--- config.mk ---
export PLATFORM = sky130hd
export DESIGN_NAME = timer_bank
export DESIGN_NICKNAME = d
export VERILOG_FILES = /design/src/rtl/timer_pkg.sv /design/src/rtl/timer_channel.sv /design/src/rtl/timer_bank.sv
export SDC_FILE = /design/constraint.sdc
export NUM_CORES = 1
export LEC_CHECK = 0
export CAP_MARGIN = 20
export CELL_PAD_IN_SITES_DETAIL_PLACEMENT = 0
export CELL_PAD_IN_SITES_GLOBAL_PLACEMENT = 1
export CORE_ASPECT_RATIO = 2
export CORE_MARGIN = 5
export CORE_UTILIZATION = 39
export DETAILED_ROUTE_END_ITERATION = 8
export DONT_BUFFER_PORTS = 1
export GPL_ROUTABILITY_DRIVEN = 0
export GPL_TIMING_DRIVEN = 0
export HOLD_SLACK_MARGIN = 0.08
export PLACE_DENSITY = 0.69
export SYNTH_ARGS = -nofsm -noshare
export SYNTH_HDL_FRONTEND = slang
export SYNTH_SLANG_ARGS = --single-unit
--- constraint.sdc ---
create_clock -name clk -period 2.3 [get_ports clk]
set_clock_uncertainty 0.15 [all_clocks]
set_input_delay 0.345 -clock clk [delete_from_list [all_inputs] [get_ports clk]]
set_output_delay 0.345 -clock clk [all_outputs]
set_load 0.01 [all_outputs]
--- src/rtl/timer_pkg.sv ---
// ----------------------------------------------------------------------------
// timer_pkg
// Shared definitions for the timer bank: the per-channel state encoding,
// the one-shot / auto-reload mode constants and a width helper used to size
// the prescaler and channel-select fields.
// No ports (package).
// ----------------------------------------------------------------------------
package timer_pkg;

  // Per-channel run state
  typedef enum logic [1:0] {
    IDLE   = 2'd0,
    RUN    = 2'd1,
    PAUSED = 2'd2
  } ch_state_e;

  // Channel mode: one-shot stops at expiry, reload restarts from the reload value
  localparam logic MODE_ONESHOT = 1'b0;
  localparam logic MODE_RELOAD  = 1'b1;

  // Bits needed to index n items, never less than one
  function automatic int width_of(input int n);
    return (n > 1) ? $clog2(n) : 1;
  endfunction

endpackage

--- src/rtl/timer_channel.sv ---
// ----------------------------------------------------------------------------
// timer_channel
// One countdown channel of the timer bank. Holds count, reload value, mode and
// a prescaler; counts down one unit every PRESCALE cycles while running and
// flags expiry when a tick lands on count == 1.
// Ports:
//   clk, rst           clock, synchronous active-high reset
//   i_load             load strobe already decoded for this channel
//   i_load_val         value written to count and reload
//   i_load_mode        MODE_ONESHOT / MODE_RELOAD
//   i_start            start (from IDLE) or resume (from PAUSED)
//   i_stop             pause while running
//   i_clr              clear the sticky expired flag
//   o_expired          sticky expiry flag
//   o_expired_pulse    one-cycle expiry pulse
//   o_running          high while in RUN
//   o_count            current count
// ----------------------------------------------------------------------------
module timer_channel
  import timer_pkg::*;
#(
  parameter  int CNT_W    = 16,
  parameter  int PRESCALE = 5,
  localparam int PRE_W    = width_of(PRESCALE)
) (
  input  logic             clk,
  input  logic             rst,
  input  logic             i_load,
  input  logic [CNT_W-1:0] i_load_val,
  input  logic             i_load_mode,
  input  logic             i_start,
  input  logic             i_stop,
  input  logic             i_clr,
  output logic             o_expired,
  output logic             o_expired_pulse,
  output logic             o_running,
  output logic [CNT_W-1:0] o_count
);

  localparam logic [PRE_W-1:0] PRE_LAST = PRE_W'(PRESCALE - 1);

  ch_state_e        r_state;
  logic [CNT_W-1:0] r_count;
  logic [CNT_W-1:0] r_reload;
  logic             r_mode;
  logic [PRE_W-1:0] r_pre;
  logic             r_expired;
  logic             r_pulse;
  logic             r_running;

  logic w_tick;
  logic w_expire;

  // A tick only happens in RUN when neither a load nor a stop overrides it
  assign w_tick   = (r_state == RUN) && !i_load && !i_stop && (r_pre == PRE_LAST);
  assign w_expire = w_tick && (r_count == CNT_W'(1));

  // Channel state machine, counters and registered status outputs
  always_ff @(posedge clk) begin
    if (rst) begin
      r_state   <= IDLE;
      r_count   <= '0;
      r_reload  <= '0;
      r_mode    <= MODE_ONESHOT;
      r_pre     <= '0;
      r_expired <= 1'b0;
      r_pulse   <= 1'b0;
      r_running <= 1'b0;
    end else begin
      r_pulse <= w_expire;

      // Expiry beats a coincident clear; load leaves the flag alone
      if (w_expire) begin
        r_expired <= 1'b1;
      end else if (i_clr) begin
        r_expired <= 1'b0;
      end else begin
        r_expired <= r_expired;
      end

      if (i_load) begin
        r_count   <= i_load_val;
        r_reload  <= i_load_val;
        r_mode    <= i_load_mode;
        r_pre     <= '0;
        r_state   <= IDLE;
        r_running <= 1'b0;
      end else begin
        case (r_state)
          IDLE: begin
            // The start cycle only arms the channel; counting begins next cycle
            if (i_start && (r_count != '0)) begin
              r_state   <= RUN;
              r_pre     <= '0;
              r_running <= 1'b1;
            end else begin
              r_state   <= IDLE;
              r_running <= 1'b0;
            end
          end
          RUN: begin
            if (i_stop) begin
              r_state   <= PAUSED;
              r_running <= 1'b0;
            end else if (w_tick) begin
              r_pre <= '0;
              if (r_count == CNT_W'(1)) begin
                if (r_mode == MODE_RELOAD) begin
                  // Reload in the same cycle so the period stays exact
                  r_count   <= r_reload;
                  r_state   <= RUN;
                  r_running <= 1'b1;
                end else begin
                  r_count   <= '0;
                  r_state   <= IDLE;
                  r_running <= 1'b0;
                end
              end else begin
                r_count <= r_count - CNT_W'(1);
              end
            end else begin
              r_pre <= r_pre + PRE_W'(1);
            end
          end
          PAUSED: begin
            // Resume keeps the prescaler phase captured at the pause
            if (i_start) begin
              r_state   <= RUN;
              r_running <= 1'b1;
            end else begin
              r_state   <= PAUSED;
              r_running <= 1'b0;
            end
          end
          default: begin
            r_state   <= IDLE;
            r_running <= 1'b0;
          end
        endcase
      end
    end
  end

  assign o_expired       = r_expired;
  assign o_expired_pulse = r_pulse;
  assign o_running       = r_running;
  assign o_count         = r_count;

endmodule

--- src/rtl/timer_bank.sv ---
// ----------------------------------------------------------------------------
// timer_bank
// N_CH independent prescaled countdown timers. Decodes the shared load bus to
// one channel, fans out per-channel commands and muxes one count for readback.
// Ports:
//   clk, rst                  clock, synchronous active-high reset
//   load, load_ch, load_val,  load strobe, target channel, value and mode
//   load_mode                 (0 one-shot, 1 auto-reload); load_ch >= N_CH ignored
//   start, stop, clr          per-channel start/resume, pause, expired clear
//   expired, expired_pulse    per-channel sticky flag and one-cycle pulse
//   running                   per-channel RUN indicator
//   rd_ch, rd_val             read select and selected channel's count
// ----------------------------------------------------------------------------
module timer_bank
  import timer_pkg::*;
#(
  parameter  int N_CH     = 4,
  parameter  int CNT_W    = 16,
  parameter  int PRESCALE = 5,
  localparam int CH_W     = width_of(N_CH)
) (
  input  logic             clk,
  input  logic             rst,
  input  logic             load,
  input  logic [CH_W-1:0]  load_ch,
  input  logic [CNT_W-1:0] load_val,
  input  logic             load_mode,
  input  logic [N_CH-1:0]  start,
  input  logic [N_CH-1:0]  stop,
  input  logic [N_CH-1:0]  clr,
  output logic [N_CH-1:0]  expired,
  output logic [N_CH-1:0]  expired_pulse,
  output logic [N_CH-1:0]  running,
  input  logic [CH_W-1:0]  rd_ch,
  output logic [CNT_W-1:0] rd_val
);

  logic [N_CH-1:0]  w_load;
  logic [CNT_W-1:0] w_count [N_CH];
  logic [CNT_W-1:0] w_rd_val;

  genvar g;
  generate
    for (g = 0; g < N_CH; g++) begin : g_ch
      // Out-of-range load_ch matches no channel and is dropped here
      assign w_load[g] = load && (load_ch == CH_W'(g));

      timer_channel #(
        .CNT_W    (CNT_W),
        .PRESCALE (PRESCALE)
      ) u_ch (
        .clk             (clk),
        .rst             (rst),
        .i_load          (w_load[g]),
        .i_load_val      (load_val),
        .i_load_mode     (load_mode),
        .i_start         (start[g]),
        .i_stop          (stop[g]),
        .i_clr           (clr[g]),
        .o_expired       (expired[g]),
        .o_expired_pulse (expired_pulse[g]),
        .o_running       (running[g]),
        .o_count         (w_count[g])
      );
    end
  endgenerate

  // AND-OR read mux; an out-of-range rd_ch reads as zero
  always_comb begin
    w_rd_val = '0;
    for (int i = 0; i < N_CH; i++) begin
      w_rd_val = w_rd_val | (w_count[i] & {CNT_W{rd_ch == CH_W'(i)}});
    end
  end

  assign rd_val = w_rd_val;

endmodule

# Word level (Yosys, flattened, before mapping)
# Index checks and enable logic that the tools add are counted.
[totals]
reg_bits = 164
latchBits = 0
ram_bits = 0
rom_bits = 0
inputBits = 36
output_inout_bits = 28
wordCells = 267
mem_count = 0
[op_classes]
addsub = 8
mul = 0
div = 0
order_cmp = 0
eq_ne = 42
shifts = 0
mux = 104
bitwise = 7
reduce_logical = 74
[op_table]
columns = ["cell", "count"]
rows = [
  ["$mux W16", 24],
  ["$and A16 B16 Y16", 4],
  ["$eq A16 B1 Y1 const B", 4],
  ["$reduce_bool A16 Y1", 4],
  ["$sub A16 B1 Y16 const B", 4],
  ["$or A16 B16 Y16", 3],
  ["$mux W1", 40],
  ["$mux W3", 12],
  ["$mux W2", 16],
  ["$reduce_bool A2 Y1", 16],
  ["$logic_and A1 B1 Y1", 24],
  ["$pmux W2 S3", 4],
  ["$pmux W3 S2", 4],
  ["$reduce_and A3 Y1", 8],
  ["$eq A2 B2 Y1 const B", 8],
  ["$ne A2 B1 Y1 const B", 8],
  ["$add A3 B1 Y3 const B", 4],
  ["$eq A2 B1 Y1 const B", 6],
  ["$eq A3 B3 Y1 const B", 4],
  ["$logic_not A2 Y1", 6],
  ["$ne A3 B2 Y1 const B", 4],
  ["$ne A3 B3 Y1 const B", 4],
  ["$pmux W1 S3", 4],
  ["$logic_not A1 Y1", 8],
  ["3 further kinds", 12],
]

# Logic depth before layout (Yosys ltp)
[depth]
word_depth = 10
ltp_mapped = 9
ltp_nobuf = 7

# By module
# A second synthesis with hierarchy kept.
[unflattened]
hier_cells = 1110
hier_area_um2 = 9470.3
[by_module_without_submodules]
columns = ["mod", "n_inst", "cells_per_inst", "area_per_inst_um2", "seq_area_each_um2"]
rows = [
  ["timer_channel at g_ch[0].u_ch ...", 2, 270, 2267.2, 800.8],
  ["timer_channel at g_ch[2].u_ch ...", 2, 273, 2238.4, 800.8],
  ["timer_bank", 1, 24, 459.2, 0.0],
]

# Least setup slack after synthesis
# No wires, ideal clock.
[synth_timing]
path_type = "reg-to-reg"
start = "register g_ch[1].u_ch.r_count[11]"
end = "register g_ch[1].u_ch.r_count[10]"
setup_time_ns = 0.115
t_arrival_ns = 2.102
t_required_ns = 2.035
setup_slack_ns = -0.067
path_stages_with_launch = 7
n_path_buf = 1
period_less_slack_ns = 2.367
cell_sequence = "dfxtp_1 -> or4_1 -> nor2_1 -> and3_1 -> buf_2 -> mux2_2 -> a2111oi_0"
[synth_between]
elab_chain_cells = 6
[synth_lines]
columns = ["item", "line", "text"]
rows = [
  ["start: declaration", "timer_channel.sv:43", "logic [CNT_W-1:0] r_count;"],
  ["start signal: assignment", "timer_channel.sv:82", "r_count <= i_load_val;"],
  ["start signal: assignment", "timer_channel.sv:110", "r_count <= r_reload;"],
  ["start signal: assignment", "timer_channel.sv:119", "r_count <= r_count - CNT_W'(1);"],
  ["$eq A16 B1 Y1", "timer_channel.sv:107", "if (r_count == CNT_W'(1)) begin"],
  ["$mux W16", "timer_channel.sv:107", ""],
  ["$mux W16", "timer_channel.sv:105", "end else if (w_tick) begin"],
  ["$mux W16", "timer_channel.sv:102", "if (i_stop) begin"],
  ["$mux W16", "timer_channel.sv:89", "case (r_state)"],
  ["$mux W16", "timer_channel.sv:81", "if (i_load) begin"],
]
# No other way between the ends. The select of a mux whose other input is x is not followed.
# A chain may end at the register's enable or synchronous reset.

# Worst setup path in the final report
[layout_timing]
start = "register g_ch[1].u_ch.r_count[12]"
end = "register g_ch[1].u_ch.r_count[10]"
# Same word-level chain as after synthesis.

==> results_dict.tcl <==
set metrics [dict create \
    path_clk_slew_ns 0.07 \
    hpwl_um 28170 \
    tightestPinTransition_ns 1.095 \
    cp-start-kind "register" \
    r2r_end "g_ch[1].u_ch.o_count[10]" \
    avgViaCountPerCell 6.191 \
    crit_slowest_cell "or4_4" \
    die_w_um 118.0 \
    dr.first_iter.drc_count 893 \
    rrSetupSlack_ns -0.02 \
    maxSlewViolCount 0 \
    seq_area_frac_synth_pct 35.19 \
    syn_inst 1161 \
    min_path_cells 3 \
    hp-start "start[3]" \
    synth.avg_cell_area_um2 7.840 \
    grt_pass1_wl_um 59380 \
    violations "setup timing" \
    critPathKind "reg2reg" \
    worstSetupEndpointType "register" \
    clock_sinks 160 \
    cts_made_buffers 17 \
    ant_nets 0 \
    globalRoute.totalOverflow 0 \
    syn_nets 1217 \
    root_buffer "clkbuf_16" \
    die_y_um 226.1 \
    async_reset_ff_share_pct 0 \
    antenna_found_initial 3 \
    cts_tree "done" \
    routed_wl_um 39710 \
    grtUsageTotal_pct 29.56 \
    hold_viol 0 \
    drcViolationCount 0 \
    grt_pass1_vias 9305 \
    timing.rr.start "g_ch[1].u_ch.o_count[12]" \
    setup_violations 1 \
    fmax_ghz 0.4317 \
    syn-cell-area_um2 9102 \
    yosys-top-cells-area "dfxtp_1 (35%), a21oi_1 (8.6%), nand2_1 (8.4%), mux4_2 (4.0%), o21ai_0 (3.5%)" \
    syn_to_final_growth_pct 21.94 \
    ios 64 \
    power_leakage_nw 4.082 \
    start_util_pct 39.35 \
    yosysUniqueCellTypes 74 \
    relSlewSlack_pct 27.03 \
    synth_top_cells_by_count "nand2_1 (204), dfxtp_1 (160), a21oi_1 (157), clkbuf_1 (65), o21ai_0 (64)" \
    first_pass_iters 7 \
    coreArea_um2 23130 \
    grt_max_degree 17 \
    min_period_ns 2.316 \
    vias 9547 \
    min_to "g_ch[3].u_ch.r_state[0]" \
    crit_fanout 5 \
    rsz0062_at_grt "yes" \
    yosysMostFrequentCell "nand2_1" \
    synthFlopType "dfxtp_1" \
    port_buffers 0 \
    maxCapViolCount 0 \
    synth_seq_cells 160 \
    reg2regPathDepth 6 \
    nets 1299 \
    cpPeakStageDelay_ns 0.57 \
    power_density_nw_per_um2 683.2 \
    insertion_delay_ns 0.46 \
    ir_worst_vdd_uv 516.2 \
    wl_per_cell_um 25.75 \
    synth.largest_area_cell "dfxtp_1" \
    synth_warnings 0 \
    die_area_um2 26680 \
    timing.final.ws_setup_ns -0.01635 \
    fp-row-count 79 \
    synth_top_area_share_pct 35.19 \
    status "finished, violations left" \
    fin_util_pct 47.99 \
    clockBufferDepth 2 \
    post-place-ws_ns -0.6280 \
    path_cells "or4_4, nor2_4, and3_1, buf_6, mux2_2, a2111oi_2" \
    crit_required_ns 2.51 \
    htreeDepth 4 \
    synth_edf_count 0 \
    arrival_ns 2.53 \
    drive_gt1_share_pct 16.08 \
    fin_crit_sh_pct 100.7 \
    hold_class "in2reg" \
]
==> per-stage QoR <==
stage / setup TNS (ns) / total power, mW / hold WS [ns] / cell area, µm² / std cells
5_1_grt: -0.1700 / 7.847 / 0.1089 / 11100 / 1541
3_5_place_dp: -29.82 / 4.137 / 0.2931 / 9460 / 1444
2_1_floorplan: -0.01333 / 3.820 / 0.2772 / 9106 / 1161
6_report: -0.01635 / 7.583 / 0.08312 / 11100 / 1542
3_3_place_gp: -30.77 / 4.136 / 0.2866 / 9460 / 1444
4_1_cts: -0.01667 / 7.520 / 0.08244 / 10820 / 1532
==> sequential cells by signal (all words and copies together), names as in the netlist <==
register                   flops
g_ch.u_ch.o_expired_pulse      4
g_ch.u_ch.o_expired            4
g_ch.u_ch.r_reload            64
g_ch.u_ch.o_count             64
g_ch.u_ch.r_pre               12
g_ch.u_ch.r_state              8
g_ch.u_ch.r_mode               4
==> area by class of cell <==
cell class / instances / area [µm²]
sequential: 160 / 3247
clock buffer: 17 / 425.4
clock inverter: 15 / 217.7
fill: 2388 / 12030
multi-input combinational: 883 / 5704
timing repair buffer: 67 / 596.8
inverter: 25 / 96.34
antenna: 3 / 7.507
tap: 283 / 354.1
buffer: 89 / 450.4
==> where the power goes <==
| part | switching, mW | leakage (nW) | internal, mW | total [mW] |
|---|---|---|---|---|
| Clock | 1.29 | 0.305 | 1.92 | 3.20 |
| Combinational | 0.799 | 2.47 | 0.569 | 1.37 |
| Sequential | 0.148 | 1.31 | 2.87 | 3.01 |
| Total | 2.23 | 4.08 | 5.35 | 7.58 |
==> timing repair <==
| item | in CTS | in global routing |
|---|---|---|
| pin swaps | 14 | 23 |
| endpoints found under the setup margin | 78 | 69 |
| gates cloned | 1 | 0 |
| hold endpoints to repair | 134 | 0 |
| gates resized for setup | 62 | 64 |
| buffers inserted | 24 | 11 |
| hold buffers | 31 | 0 |
==> kinds of logic (layout without fill, tap and decap cells) <==
| group | count (synthesis) | after routing | share of synthesized area, % |
|---|---|---|---|
| xor gates and xnor gates | 25 | 25 | 2.405 |
| and+or+nand+nor | 461 | 461 | 25.61 |
| other | 0 | 3 | 0 |
| AOI/OAI and AO/OA | 356 | 356 | 23.75 |
| DFF | 160 | 160 | 35.19 |
| muxes | 21 | 21 | 4.550 |
| buffers and inverters | 118 | 213 | 5.746 |
| adders and majority gates | 20 | 20 | 2.749 |
==> worst max path at each step <==
| stage | cells past startpoint | startpoint | to | slack, ns |
|---|---|---|---|---|
| floorplan | 6 | g_ch[1].u_ch.o_count[11] | g_ch[1].u_ch.o_count[10] | -0.01 |
| global placement | 6 | g_ch[0].u_ch.o_count[2] | g_ch[0].u_ch.o_count[6] | -0.75 |
| detailed placement | 6 | g_ch[0].u_ch.o_count[2] | g_ch[0].u_ch.o_count[6] | -0.63 |
| CTS | 6 | g_ch[1].u_ch.o_count[12] | g_ch[1].u_ch.o_count[10] | -0.009 |
| global route | 6 | g_ch[1].u_ch.o_count[12] | g_ch[1].u_ch.o_count[10] | -0.09 |
| finish | 6 | g_ch[1].u_ch.o_count[12] | g_ch[1].u_ch.o_count[10] | -0.02 |
==> layout by cell type, fill, tap and decap left out, types with 12 or more instances in the layout <==
| cell type | synthesis | routed |
|---|---|---|
| a21boi_0 | 15 | 14 |
| a21oi_1 | 157 | 155 |
| a31oi_1 | 21 | 21 |
| and3_1 | 27 | 25 |
| buf_4 | 13 | 49 |
| clkbuf_1 | 65 | 55 |
| clkbuf_16 | 0 | 17 |
| dfxtp_1 | 160 | 143 |
| dlygate4sd3_1 | 0 | 31 |
| ha_1 | 20 | 16 |
| inv_1 | 25 | 24 |
| mux4_2 | 16 | 16 |
| nand2_1 | 204 | 203 |
| nand2b_1 | 12 | 12 |
| nand3_1 | 29 | 23 |
| nand4_1 | 14 | 14 |
| nor2_1 | 46 | 43 |
| nor3_1 | 35 | 29 |
| o21ai_0 | 64 | 57 |
| xor2_1 | 14 | 14 |
==> routing by layer <==
metal	vias to the layer above	GRT usage (%)	routed length, µm
met4	0	23.59	3381
met3	154	6.366	2559
li1	4403	-	-
met2	394	49.03	19460
met5	-	0	0
met1	4596	32.40	14310
==> critical path, delay by kind of cell (launching register included) <==
kind | cells | cell delay, ns
buf+inv | 1 | 0.11
compound gates | 1 | 0.35
mux | 1 | 0.33
flops | 1 | 0.37
simple gates | 3 | 0.90
No activity file was read; power rests on OpenSTA's default activity.
